`src/rtl/uart_rx.sv`:
```
// rtl/uart_rx.sv - 8N1 UART receiver with 2-flop input synchronizer and mid-bit sampling
module uart_rx #(
    parameter int CLKS_PER_BIT = 217
) (
    input  logic       i_Clock,
    input  logic       i_Rst_L,
    input  logic       i_RX_Serial,
    output logic       o_RX_DV,
    output logic [7:0] o_RX_Byte
);

    localparam int CW = $clog2(CLKS_PER_BIT) + 1;
    localparam logic [CW-1:0] HALF = CW'((CLKS_PER_BIT - 1) / 2);
    localparam logic [CW-1:0] LAST = CW'(CLKS_PER_BIT - 1);

    typedef enum logic [2:0] {IDLE, START, DATA, STOP, CLEANUP} state_t;

    state_t        state, state_n;
    logic          sync_q1, sync_q2;
    logic [CW-1:0] cnt, cnt_n;
    logic [2:0]    idx, idx_n;
    logic [7:0]    rx_byte, rx_byte_n;
    logic          dv, dv_n;
    logic          wait_high, wait_high_n;
    logic          line;

    assign line      = sync_q2;
    assign o_RX_DV   = dv;
    assign o_RX_Byte = rx_byte;

    always_ff @(posedge i_Clock or negedge i_Rst_L) begin
        if (!i_Rst_L) begin
            sync_q1   <= 1'b1;
            sync_q2   <= 1'b1;
            state     <= IDLE;
            cnt       <= '0;
            idx       <= '0;
            rx_byte   <= 8'h00;
            dv        <= 1'b0;
            wait_high <= 1'b0;
        end else begin
            sync_q1   <= i_RX_Serial;
            sync_q2   <= sync_q1;
            state     <= state_n;
            cnt       <= cnt_n;
            idx       <= idx_n;
            rx_byte   <= rx_byte_n;
            dv        <= dv_n;
            wait_high <= wait_high_n;
        end
    end

    always_comb begin
        state_n     = state;
        cnt_n       = cnt;
        idx_n       = idx;
        rx_byte_n   = rx_byte;
        dv_n        = 1'b0;
        wait_high_n = wait_high;
        case (state)
            IDLE: begin
                cnt_n = '0;
                idx_n = '0;
                // After a framing error the line must go high before a new start is accepted (break handling).
                if (line) begin
                    wait_high_n = 1'b0;
                end else if (!wait_high) begin
                    state_n = START;
                end
            end
            START: begin
                if (cnt == HALF) begin
                    cnt_n   = '0;
                    state_n = line ? IDLE : DATA;
                end else begin
                    cnt_n = cnt + 1'b1;
                end
            end
            DATA: begin
                if (cnt == LAST) begin
                    cnt_n          = '0;
                    rx_byte_n[idx] = line;
                    if (idx == 3'd7) begin
                        idx_n   = '0;
                        state_n = STOP;
                    end else begin
                        idx_n = idx + 3'd1;
                    end
                end else begin
                    cnt_n = cnt + 1'b1;
                end
            end
            STOP: begin
                if (cnt == LAST) begin
                    cnt_n   = '0;
                    state_n = CLEANUP;
                    if (line) begin
                        dv_n = 1'b1;
                    end else begin
                        wait_high_n = 1'b1;
                    end
                end else begin
                    cnt_n = cnt + 1'b1;
                end
            end
            CLEANUP: begin
                state_n = IDLE;
            end
            default: begin
                state_n = IDLE;
            end
        endcase
    end

endmodule

```
`config.mk`:
```
export PLATFORM = sky130hd
export DESIGN_NAME = uart_rx
export DESIGN_NICKNAME = d
export VERILOG_FILES = /design/src/rtl/uart_rx.sv
export SDC_FILE = /design/constraint.sdc
export NUM_CORES = 1
export LEC_CHECK = 0
export CAP_MARGIN = 20
export CORE_MARGIN = 4
export CORE_UTILIZATION = 51
export DETAILED_ROUTE_END_ITERATION = 8
export PLACE_DENSITY = 0.73
export SETUP_SLACK_MARGIN = 0.4
export SYNTH_ARGS = -nofsm -noshare
export SYNTH_HDL_FRONTEND = slang
export SYNTH_SLANG_ARGS = --single-unit
```
`constraint.sdc`:
```
create_clock -name i_Clock -period 2.3 [get_ports i_Clock]
set_clock_uncertainty 0.1 [all_clocks]
set_input_delay 0.46 -clock i_Clock [delete_from_list [all_inputs] [get_ports i_Clock]]
set_output_delay 0.46 -clock i_Clock [all_outputs]
set_load 0.01 [all_outputs]
```
==> impl_metrics.sql <==
INSERT INTO impl_metrics (metric_group, metric, value, unit) VALUES
('clocking', 'htree_num_levels', '1', ''),
('synth', 'postSynthNetCount', '155', ''),
('global_route', 'pin_count_of_the_biggest_net_entering_global_routing', '28', ''),
('clocking', 'cell_at_the_root_of_the_clock_tree', 'sky130_fd_sc_hd__clkbuf_4', ''),
('worst_setup_path', 'crit_path_max_fanout', '6', ''),
('synth', 'synth_seq_cells', '27', ''),
('synth', 'post_synth_fa_ha_maj_area_fraction', '0.0338', ''),
('worst_setup_path', 'critical_path.endpoint_type', 'flop', ''),
('global_route', 'first_global_vias', '1217', ''),
('clocking', 'clk_transition_reported_paths', '150', 'ps'),
('final_layout', 'final_stage_net_count', '180', ''),
('job', 'timing.max_cap.violations', '0', ''),
('power_and_ir_drop', 'powerDensity', '376', 'mW/mm²'),
('sta', 'setup_total_negative_slack', '0', 'ps'),
('final_layout', 'fillCellCount', '212', ''),
('clocking', 'clock_latency', '330', 'ps'),
('drt', 'drt-total-wl', '3240', 'µm'),
('clocking', 'clock_path_buffers', '2', ''),
('synth', 'yosys.area.top_type_share', '0.423', ''),
('drt', 'routed-via-count', '1237', ''),
('worst_setup_path', 'crit_path_start_kind', 'flop', ''),
('synth', 'synthDistinctLibCells', '43', ''),
('die', 'io_pins', '12', ''),
('worst_setup_path', 'critical_path_required', '2440', 'ps'),
('synth', 'combinational_family_with_the_most_area_after_synthesis', 'simple AND/OR/NAND/NOR gates', ''),
('sta', 'finalHoldViolations', '0', ''),
('drt', 'drt_pre_antenna_iters', '4', ''),
('min_path', 'timing.hold.worst_path_depth', '0', ''),
('min_path', 'worstHoldPathType', 'reg2reg', ''),
('clocking', 'cts_tree', 'yes', ''),
('die', 'die_h', '61.9', 'µm'),
('synth', 'synth_area_in_compound_gates', '0.121', ''),
('synth', 'count_of_mapped_cells_out_of_synthesis', '148', ''),
('clocking', 'cts_hold_buf', '0', ''),
('global_route', 'track_usage', '0.190', ''),
('die', 'rows', '19', ''),
('final_layout', 'drive_above_1_share', '0.343', ''),
('global_route', 'grt_first_pass_wirelength', '5490', 'µm'),
('synth', 'synth_seq_area_share', '0.459', ''),
('worst_setup_path', 'timing_worst_setup_path_type', 'reg2reg', ''),
('die', 'floorplan.initialDensity', '0.536', ''),
('sta', 'report.final.slew_viol_count', '0', ''),
('worst_setup_path', 'regToRegEndpoint', 'idx[0]', ''),
('final_layout', 'diodes', '0', ''),
('power_and_ir_drop', 'vdd.ir_drop.worst', '0.000395', 'V'),
('min_path', 'hold_path_startpoint', 'sync_q1', ''),
('clocking', 'clock_sink_count', '27', ''),
('worst_setup_path', 'reg2reg_depth', '6', ''),
('power_and_ir_drop', 'p_leak', '0.776', 'nW'),
('drt', 'detailedRoute.firstIterationViolations', '48', ''),
('global_route', 'antenna_found_initial', '0', ''),
('synth', 'yosys_warnings', '0', ''),
('die', 'die_area', '0.00383', 'mm²'),
('sta', 'final.period_utilization', '0.917', ''),
('drt', 'drt-vias-per-instance', '6.09', ''),
('synth', 'post-synth-top-area-cell', 'sky130_fd_sc_hd__dfrtp_1', ''),
('sta', 'period_needed', '2110', 'ps'),
('global_route', 'grt_overflow_total', '0', ''),
('synth', 'post_synthesis_simple_gate_area_fraction', '0.256', ''),
('drt', 'detail-route-antenna-nets', '0', ''),
('die', 'fp.dieW', '61.9', 'µm'),
('worst_setup_path', 'critical_path.reg2reg.startpoint', 'cnt[0]', ''),
('drt', 'routedWlPerCell', '16.0', 'µm'),
('run_status', 'status', 'completed', ''),
('sta', 'slew_headroom', '0.689', ''),
('min_path', 'min_delay_worst_endpoint', 'line', ''),
('synth', 'synth.top_cells.by_area', 'sky130_fd_sc_hd__dfrtp_1, sky130_fd_sc_hd__mux2_2, sky130_fd_sc_hd__nand2_1, sky130_fd_sc_hd__dfstp_2, sky130_fd_sc_hd__ha_1', ''),
('sta', 'timing.final.setup_violations', '0', ''),
('synth', 'average_cell_area_after_synthesis', '9.99', 'µm²'),
('sta', 'grt_setup_unrepaired', 'yes', ''),
('worst_setup_path', 'critical_path_arrival', '2250', 'ps');
==> layer usage <==
| layer | wire length (µm) | up-vias | GRT usage |
|---|---|---|---|
| li1 | - | 589 | - |
| met3 | 129 | 4 | 0.0269 |
| met2 | 1610 | 29 | 0.299 |
| met5 | 0 | - | 0 |
| met1 | 1470 | 615 | 0.269 |
| met4 | 29 | 0 | 0.0667 |
==> power by group <==
part	switching, W	leakage [nW]	internal (W)
Sequential	0.00000326	0.355	0.000478
Clock	0.000139	0.0177	0.0000653
Combinational	0.00000975	0.403	0.00000480
==> timing repair <==
action,4_1_cts,5_1_grt
buffers inserted,3,3
gates resized for setup,8,19
pin swaps,1,11
setup endpoints to repair,8,17
==> logic make-up (layout without fill, tap and decap cells) <==
family                   Yosys count  after routing
adder cells (fa/ha/maj)            4              4
XOR/XNOR                           3              3
AND/OR/NAND/NOR                   63             63
buffers and inverters             15             39
AO/OA/AOI/OAI                     27             27
multiplexers                       9              9
flip-flops                        27             27
==> how the worst max path moves through the flow <==
stage	cells after the start	endpoint	startpoint	slack, ps
after floorplan	7	idx[0]	cnt[0]	140
after global placement	6	o_RX_Byte[4]	cnt[1]	110
after CTS	6	idx[0]	cnt[0]	220
after detailed placement	6	o_RX_Byte[4]	cnt[0]	40
after global routing	6	idx[0]	cnt[0]	140
final	6	idx[0]	cnt[0]	190
==> area by class of cell <==
class | instances | area [µm²] | share of cell area
Inverter | 5 | 18.8 | 0.0101
Clock inverter | 1 | 5.00 | 0.00269
Multi-Input combinational cell | 106 | 842 | 0.452
Tap cell | 31 | 38.8 | 0.0208
Sequential cell | 27 | 678 | 0.364
Clock buffer | 3 | 22.5 | 0.0121
Timing Repair Buffer | 30 | 256 | 0.138
==> state kept, by name, summed over array words and instances, names as in the netlist <==
register   cells
o_RX_Byte      8
sync_q1        1
idx            3
state          3
cnt            9
wait_high      1
line           1
o_RX_DV        1
==> through the flow <==
step / total power, W / hold slack [ps] / instance area, µm² / util
5_1_grt: 0.000734 / 273 / 1860 / 0.675
3_3_place_gp: 0.000505 / 246 / 1690 / 0.613
3_5_place_dp: 0.000506 / 249 / 1690 / 0.613
6_report: 0.000700 / 267 / 1860 / 0.675
4_1_cts: 0.000710 / 269 / 1770 / 0.640
2_1_floorplan: 0.000491 / 64.4 / 1500 / -
==> synth_stat cells (all sizes together) <==
library cell	n
and4	1
a21oi	4
o21ai	9
mux2i	1
or4	1
a31oi	1
dfrtp	25
nand2b	3
ha	4
nor4b	3
nand3b	2
and2	3
buf	3
a21o	4
nand2	17
nand3	6
nor3	4
o211ai	1
xnor2	3
or4b	1
mux2	8
dfstp	2
a211oi	1
nor2	5
o22ai	1
nor3b	1
a22oi	3
and3	1
nor2b	1
nand4bb	2
clkbuf	7
nor4	5
nand4b	3
or3	2
or2	1
nand4	1
o311ai	2
inv	5
a311oi	1
==> layout by cell type (no fill, tap or decap), types with 2 or more instances in the layout <==
cell / Yosys / layout
sky130_fd_sc_hd__nor2_1: 5 / 5
sky130_fd_sc_hd__dfrtp_1: 25 / 25
sky130_fd_sc_hd__o311ai_2: 1 / 2
sky130_fd_sc_hd__buf_4: 0 / 18
sky130_fd_sc_hd__nor4_1: 4 / 3
sky130_fd_sc_hd__xnor2_1: 3 / 3
sky130_fd_sc_hd__o21ai_0: 9 / 5
sky130_fd_sc_hd__a22oi_2: 0 / 3
sky130_fd_sc_hd__nand4bb_1: 2 / 2
sky130_fd_sc_hd__nand3b_1: 2 / 2
sky130_fd_sc_hd__nand4b_1: 3 / 3
sky130_fd_sc_hd__nor3_1: 4 / 3
sky130_fd_sc_hd__inv_2: 0 / 2
sky130_fd_sc_hd__nor4b_2: 1 / 2
sky130_fd_sc_hd__inv_1: 5 / 3
sky130_fd_sc_hd__a21o_1: 4 / 4
sky130_fd_sc_hd__clkdlybuf4s50_1: 0 / 11
sky130_fd_sc_hd__mux2_2: 8 / 7
sky130_fd_sc_hd__a21oi_2: 0 / 3
sky130_fd_sc_hd__or3_1: 2 / 2
sky130_fd_sc_hd__clkbuf_4: 0 / 3
sky130_fd_sc_hd__dfstp_2: 2 / 2
sky130_fd_sc_hd__o21ai_2: 0 / 3
sky130_fd_sc_hd__nand3_1: 6 / 6
sky130_fd_sc_hd__and2_1: 3 / 2
sky130_fd_sc_hd__ha_1: 4 / 3
sky130_fd_sc_hd__nand2b_1: 3 / 3
sky130_fd_sc_hd__nand2_1: 17 / 16
==> worst max-delay path, stage by stage, from the launching register on <==
cell	delay [ps]
sky130_fd_sc_hd__dfrtp_1	430
sky130_fd_sc_hd__inv_2	90
sky130_fd_sc_hd__ha_4	130
sky130_fd_sc_hd__nand2_2	60
sky130_fd_sc_hd__or4b_4	550
sky130_fd_sc_hd__or4_4	450
sky130_fd_sc_hd__o311ai_2	220
Note: power is estimated with default switching activity, not from simulation.
==> RTL change 1, RTL diff (same flow settings) <==
The 5 states of `state_t` get a one-hot encoding in 5 bits.
--- a/src/rtl/uart_rx.sv
+++ b/src/rtl/uart_rx.sv
@@ -14,5 +14,5 @@
     localparam logic [CW-1:0] LAST = CW'(CLKS_PER_BIT - 1);
 
-    typedef enum logic [2:0] {IDLE, START, DATA, STOP, CLEANUP} state_t;
+    typedef enum logic [4:0] {IDLE = 5'b00001, START = 5'b00010, DATA = 5'b00100, STOP = 5'b01000, CLEANUP = 5'b10000} state_t;
 
     state_t        state, state_n;
Check against the original RTL: same outputs for any inputs over 10 cycles, from zero or initial values and one cycle with i_Rst_L low; not proved beyond that.
==> RTL change 1 against the original RTL <==
The run now ends with setup timing left; area after synthesis increased by 0.93%; count of clock-buffer cells in the layout grew 5; cell count rose by 3.4%; non-clock buffer count increased by 4; wire length rose by 2.7%; sequential cell count is 2 higher; largest cell class unchanged; setup slack worse by 0.32 ns; critical path depth increased by 1; final area up 5.0%.
Power is not compared: it rests on default switching activity, and its combinational part moved more than twofold at a synthesized area within 25%.
==> RTL change 1: results (changes against the original RTL) <==
[cts]
cts_buffers=5  ; +2
h-tree-depth=2  ; +1

[outcome]
failed_checks=setup timing
status=finished with violations

[setup_path]
path_max_fanout=4  ; -2
reg2regPathDepth=7  ; +1
cp_slowest_stage_delay_ns=0.46  ; -0.09 ns

[cells_and_area]
drive_gt1_frac=0.346  ; +0.00335
fill_cells=189  ; -11%
nets=185  ; +2.8%

[synthesis]
netlist-cell-type-count=40  ; -7.0%
syn_nets=150  ; -3.2%
yosys-top-cells-area=dfrtp_1 (44%), dfstp_2 (5.3%), mux2_2 (3.8%)
yosysSeqAreaShare=0.489  ; +0.0301
yosys-top-cells-count=dfrtp_1 (26), nand3_1 (11), nor2_1 (10), nand2_1 (9)

[grt]
grt_max_degree=30  ; +7.1%
grt_pass1_wl_mm=5.67  ; +3.4%
track_usage=0.186  ; -0.00482

[routing]
vias=1239  ; +0.16%
drtIter0Drc=79  ; +65%
dr.pass1.iters=5  ; +1
wire_per_inst_microns=15.8  ; -0.68%

[place]
dp_slack_ns=-0.132  ; -0.172 ns
globalplace.congestion=0.801  ; -11%

[sta]
setup_ws_ns=-0.128  ; -0.319 ns
final-setup-viol-count=12  ; +12

RTL change 1: cell families after synthesis:
logic type	Yosys count	share of synthesized area
XOR/XNOR	4	0.0235
multiplexers	8	0.0603
AND/OR/NAND/NOR	56	0.225
flip-flops	29	0.489
adder cells (fa/ha/maj)	4	0.0335
AO/OA/AOI/OAI	29	0.124
buffers and inverters	13	0.0453
RTL change 1: area by class of cell:
class | count | area (sq um) | share of cell area
multi-input cells | 101 | 792 | 0.405
flip-flops and latches | 29 | 729 | 0.373
repair buffers | 34 | 309 | 0.158
clock buffers | 8 | 58.8 | 0.0301
well taps | 31 | 38.8 | 0.0198
inverters | 7 | 26.3 | 0.0134
RTL change 1: layer usage:
metal	vias to the layer above	wire length, microns	GRT usage	part of all wire
met5	-	0	0	0
met4	0	88	0.114	0.026
met3	10	126	0.0577	0.038
met2	24	1680	0.298	0.51
met1	617	1430	0.214	0.43
li1	588	-	-	-
RTL change 1: stage by stage:
stage	instances	util
after floorplan	143	-
after global placement	194	0.617
after detailed placement	194	0.617
after CTS	207	0.679
after global routing	210	0.703
final	210	0.703
RTL change 1: worst reg2reg max path: stages, from the launching register on:
cell and delay (ns):
dfrtp_1 0.40, inv_1 0.07, ha_2 0.17, or4b_4 0.46, or4_4 0.44, nand2b_4 0.19, nor3b_2 0.17, mux2_1 0.33
RTL change 1: power groups by stage:
stage / combinational, uW / clock, uW / sequential (uW)
CTS: 721 / 328 / 598
floorplan: 305 / 0 / 625
detailed placement: 529 / 0 / 607
finish: 782 / 320 / 601
global route: 852 / 356 / 609
global placement: 498 / 0 / 602
RTL change 1: worst min-delay path by stage:
stage,start,to,slack [ns],depth (start not counted)
after floorplan,i_Rst_L,cnt[0],0.06,0
after global placement,sync_q1,line,0.25,0
after detailed placement,sync_q1,line,0.25,0
after CTS,sync_q1,line,0.27,0
after global routing,sync_q1,line,0.27,0
final,sync_q1,line,0.26,0
RTL change 1: repair_timing:
item,CTS,global route
pin swaps,2,2
gates resized for setup,21,11
hold endpoints to repair,0,0
endpoints found under the setup margin,21,26
gates cloned,1,0
setup buffers,4,3
==> RTL change 2, RTL diff (config.mk and constraints unchanged) <==
Made on the original files. `CLKS_PER_BIT`: 217 -> 434.
--- a/src/rtl/uart_rx.sv
+++ b/src/rtl/uart_rx.sv
@@ -1,5 +1,5 @@
 // rtl/uart_rx.sv - 8N1 UART receiver with 2-flop input synchronizer and mid-bit sampling
 module uart_rx #(
-    parameter int CLKS_PER_BIT = 217
+    parameter int CLKS_PER_BIT = 434
 ) (
     input  logic       i_Clock,
Check against the original RTL: same outputs for any inputs over 10 cycles, from zero or initial values and one cycle with i_Rst_L low; that may be too few to reach the edited logic, so the function may still have changed.
==> RTL change 2 against the original RTL <==
Sequential power rose by 4%; clock power increased by 2%; via count up 7.0%; final area increased by 6.5%; total power is 3.1% higher; wire length up 4.4%; synthesized cell count rose by 6.8%; setup slack gained 0.13 ns; sequential cell count increased by 1; utilization fell by 2.1 points; highest routed layer unchanged; non-clock buffer count fell by 6; area after synthesis up 8.6%.
==> RTL change 2: results (changes against the original RTL) <==
[outcome]
status=finished clean

[synthesis]
synth_top_cell_area_share=0.405  ; -0.0180
syn_nets=166  ; +7.1%
synthCells=158  ; +6.8%
muxShareOfSynthArea=0.0693  ; +0.00163
yosysSeqAreaShare=0.438  ; -0.0209
synth-xor-area-share=0  ; -0.0178
yosys-top-cells-count=dfrtp_1 (26), nand2_1 (17), nor4_1 (8)
synth_compound_area_frac=0.153  ; +0.0324
netlist-cell-type-count=43  ; unchanged
yosys-top-cells-area=dfrtp_1 (40%), mux2_1 (4.2%), nand2_1 (4.0%)
synthAdderAreaFrac=0.0389  ; +0.00510

[grt]
grt_pass1_wl_mm=5.87  ; +7.0%
grtUsageMet2=0.332  ; +0.0327
track_usage=0.177  ; -0.0134
use_met3=0.0176  ; -0.00928
grt.met1_usage=0.214  ; -0.0551
grt_max_degree=29  ; +3.6%
grt_pass1_vias=1287  ; +5.8%

[cts]
cts_root_buf=clkbuf_4

[cells_and_area]
nets=188  ; +4.4%
largest_register_ffs=10  ; +1
diodes=0  ; unchanged
drive_gt1_frac=0.279  ; -0.0637
stdcell_count=223  ; +9.9%

[routing]
dr_wl_met3_microns=125  ; -3.1%
via_per_inst=5.93  ; -2.6%
wire_per_inst_microns=15.2  ; -4.9%
dr_wl_met2_mm=1.80  ; +12%
drtIter0Drc=61  ; +27%

[sta]
slew-limit-headroom=0.719  ; +0.0302
setup_ws_ns=0.323  ; +0.133 ns
fin_hold_ws_ns=0.267  ; -0.000573 ns

[place]
dp_slack_ns=0.224  ; +0.185 ns
post_dp_cell_area_sq_mm=0.00175  ; +3.8%
globalplace.congestion=0.821  ; -8.7%
dp_cells=207  ; +7.3%

[pwr]
cellLeakagePower_uw=0.000824  ; +6.2%
ir_drop_mv=0.235  ; -41%
p_seq_frac=0.691  ; +0.004
power_sequential_uw=499  ; +4%
power_frac_clock=0.289  ; -0.003
p_int_uw=568  ; +3.7%

[setup_path]
rr_startpoint=cnt[1]
crit_arrival_ns=2.11  ; -0.14 ns
cp_slowest_stage_delay_ns=0.42  ; -0.13 ns
r2r-end=cnt[0]
reg2regPathDepth=8  ; +2

==> RTL change 2: worst max-delay path by stage <==
stage / startpoint / to / cells past startpoint
2_1_floorplan: cnt[1] / o_RX_Byte[5] / 6
3_3_place_gp: cnt[1] / o_RX_Byte[7] / 6
3_5_place_dp: cnt[1] / o_RX_Byte[1] / 6
4_1_cts: cnt[1] / o_RX_Byte[6] / 6
5_1_grt: cnt[1] / o_RX_Byte[0] / 6
6_report: cnt[1] / cnt[0] / 8
==> RTL change 2: layout make-up <==
type                            instances  area (sq um)
Tap cell                               44          55.1
Inverter                                6          22.5
Multi-Input combinational cell        117           961
Fill cell                             239          1050
Timing Repair Buffer                   24           211
Clock buffer                            4          26.3
Sequential cell                        28           706
==> RTL change 2: repair_timing <==
item / 4_1_cts / 5_1_grt
hold buffers: 0 / 0
resized for setup: 13 / 12
gates cloned: 0 / 1
setup buffers: 8 / 3
endpoints found under the setup margin: 14 / 20
pin swaps: 8 / 7
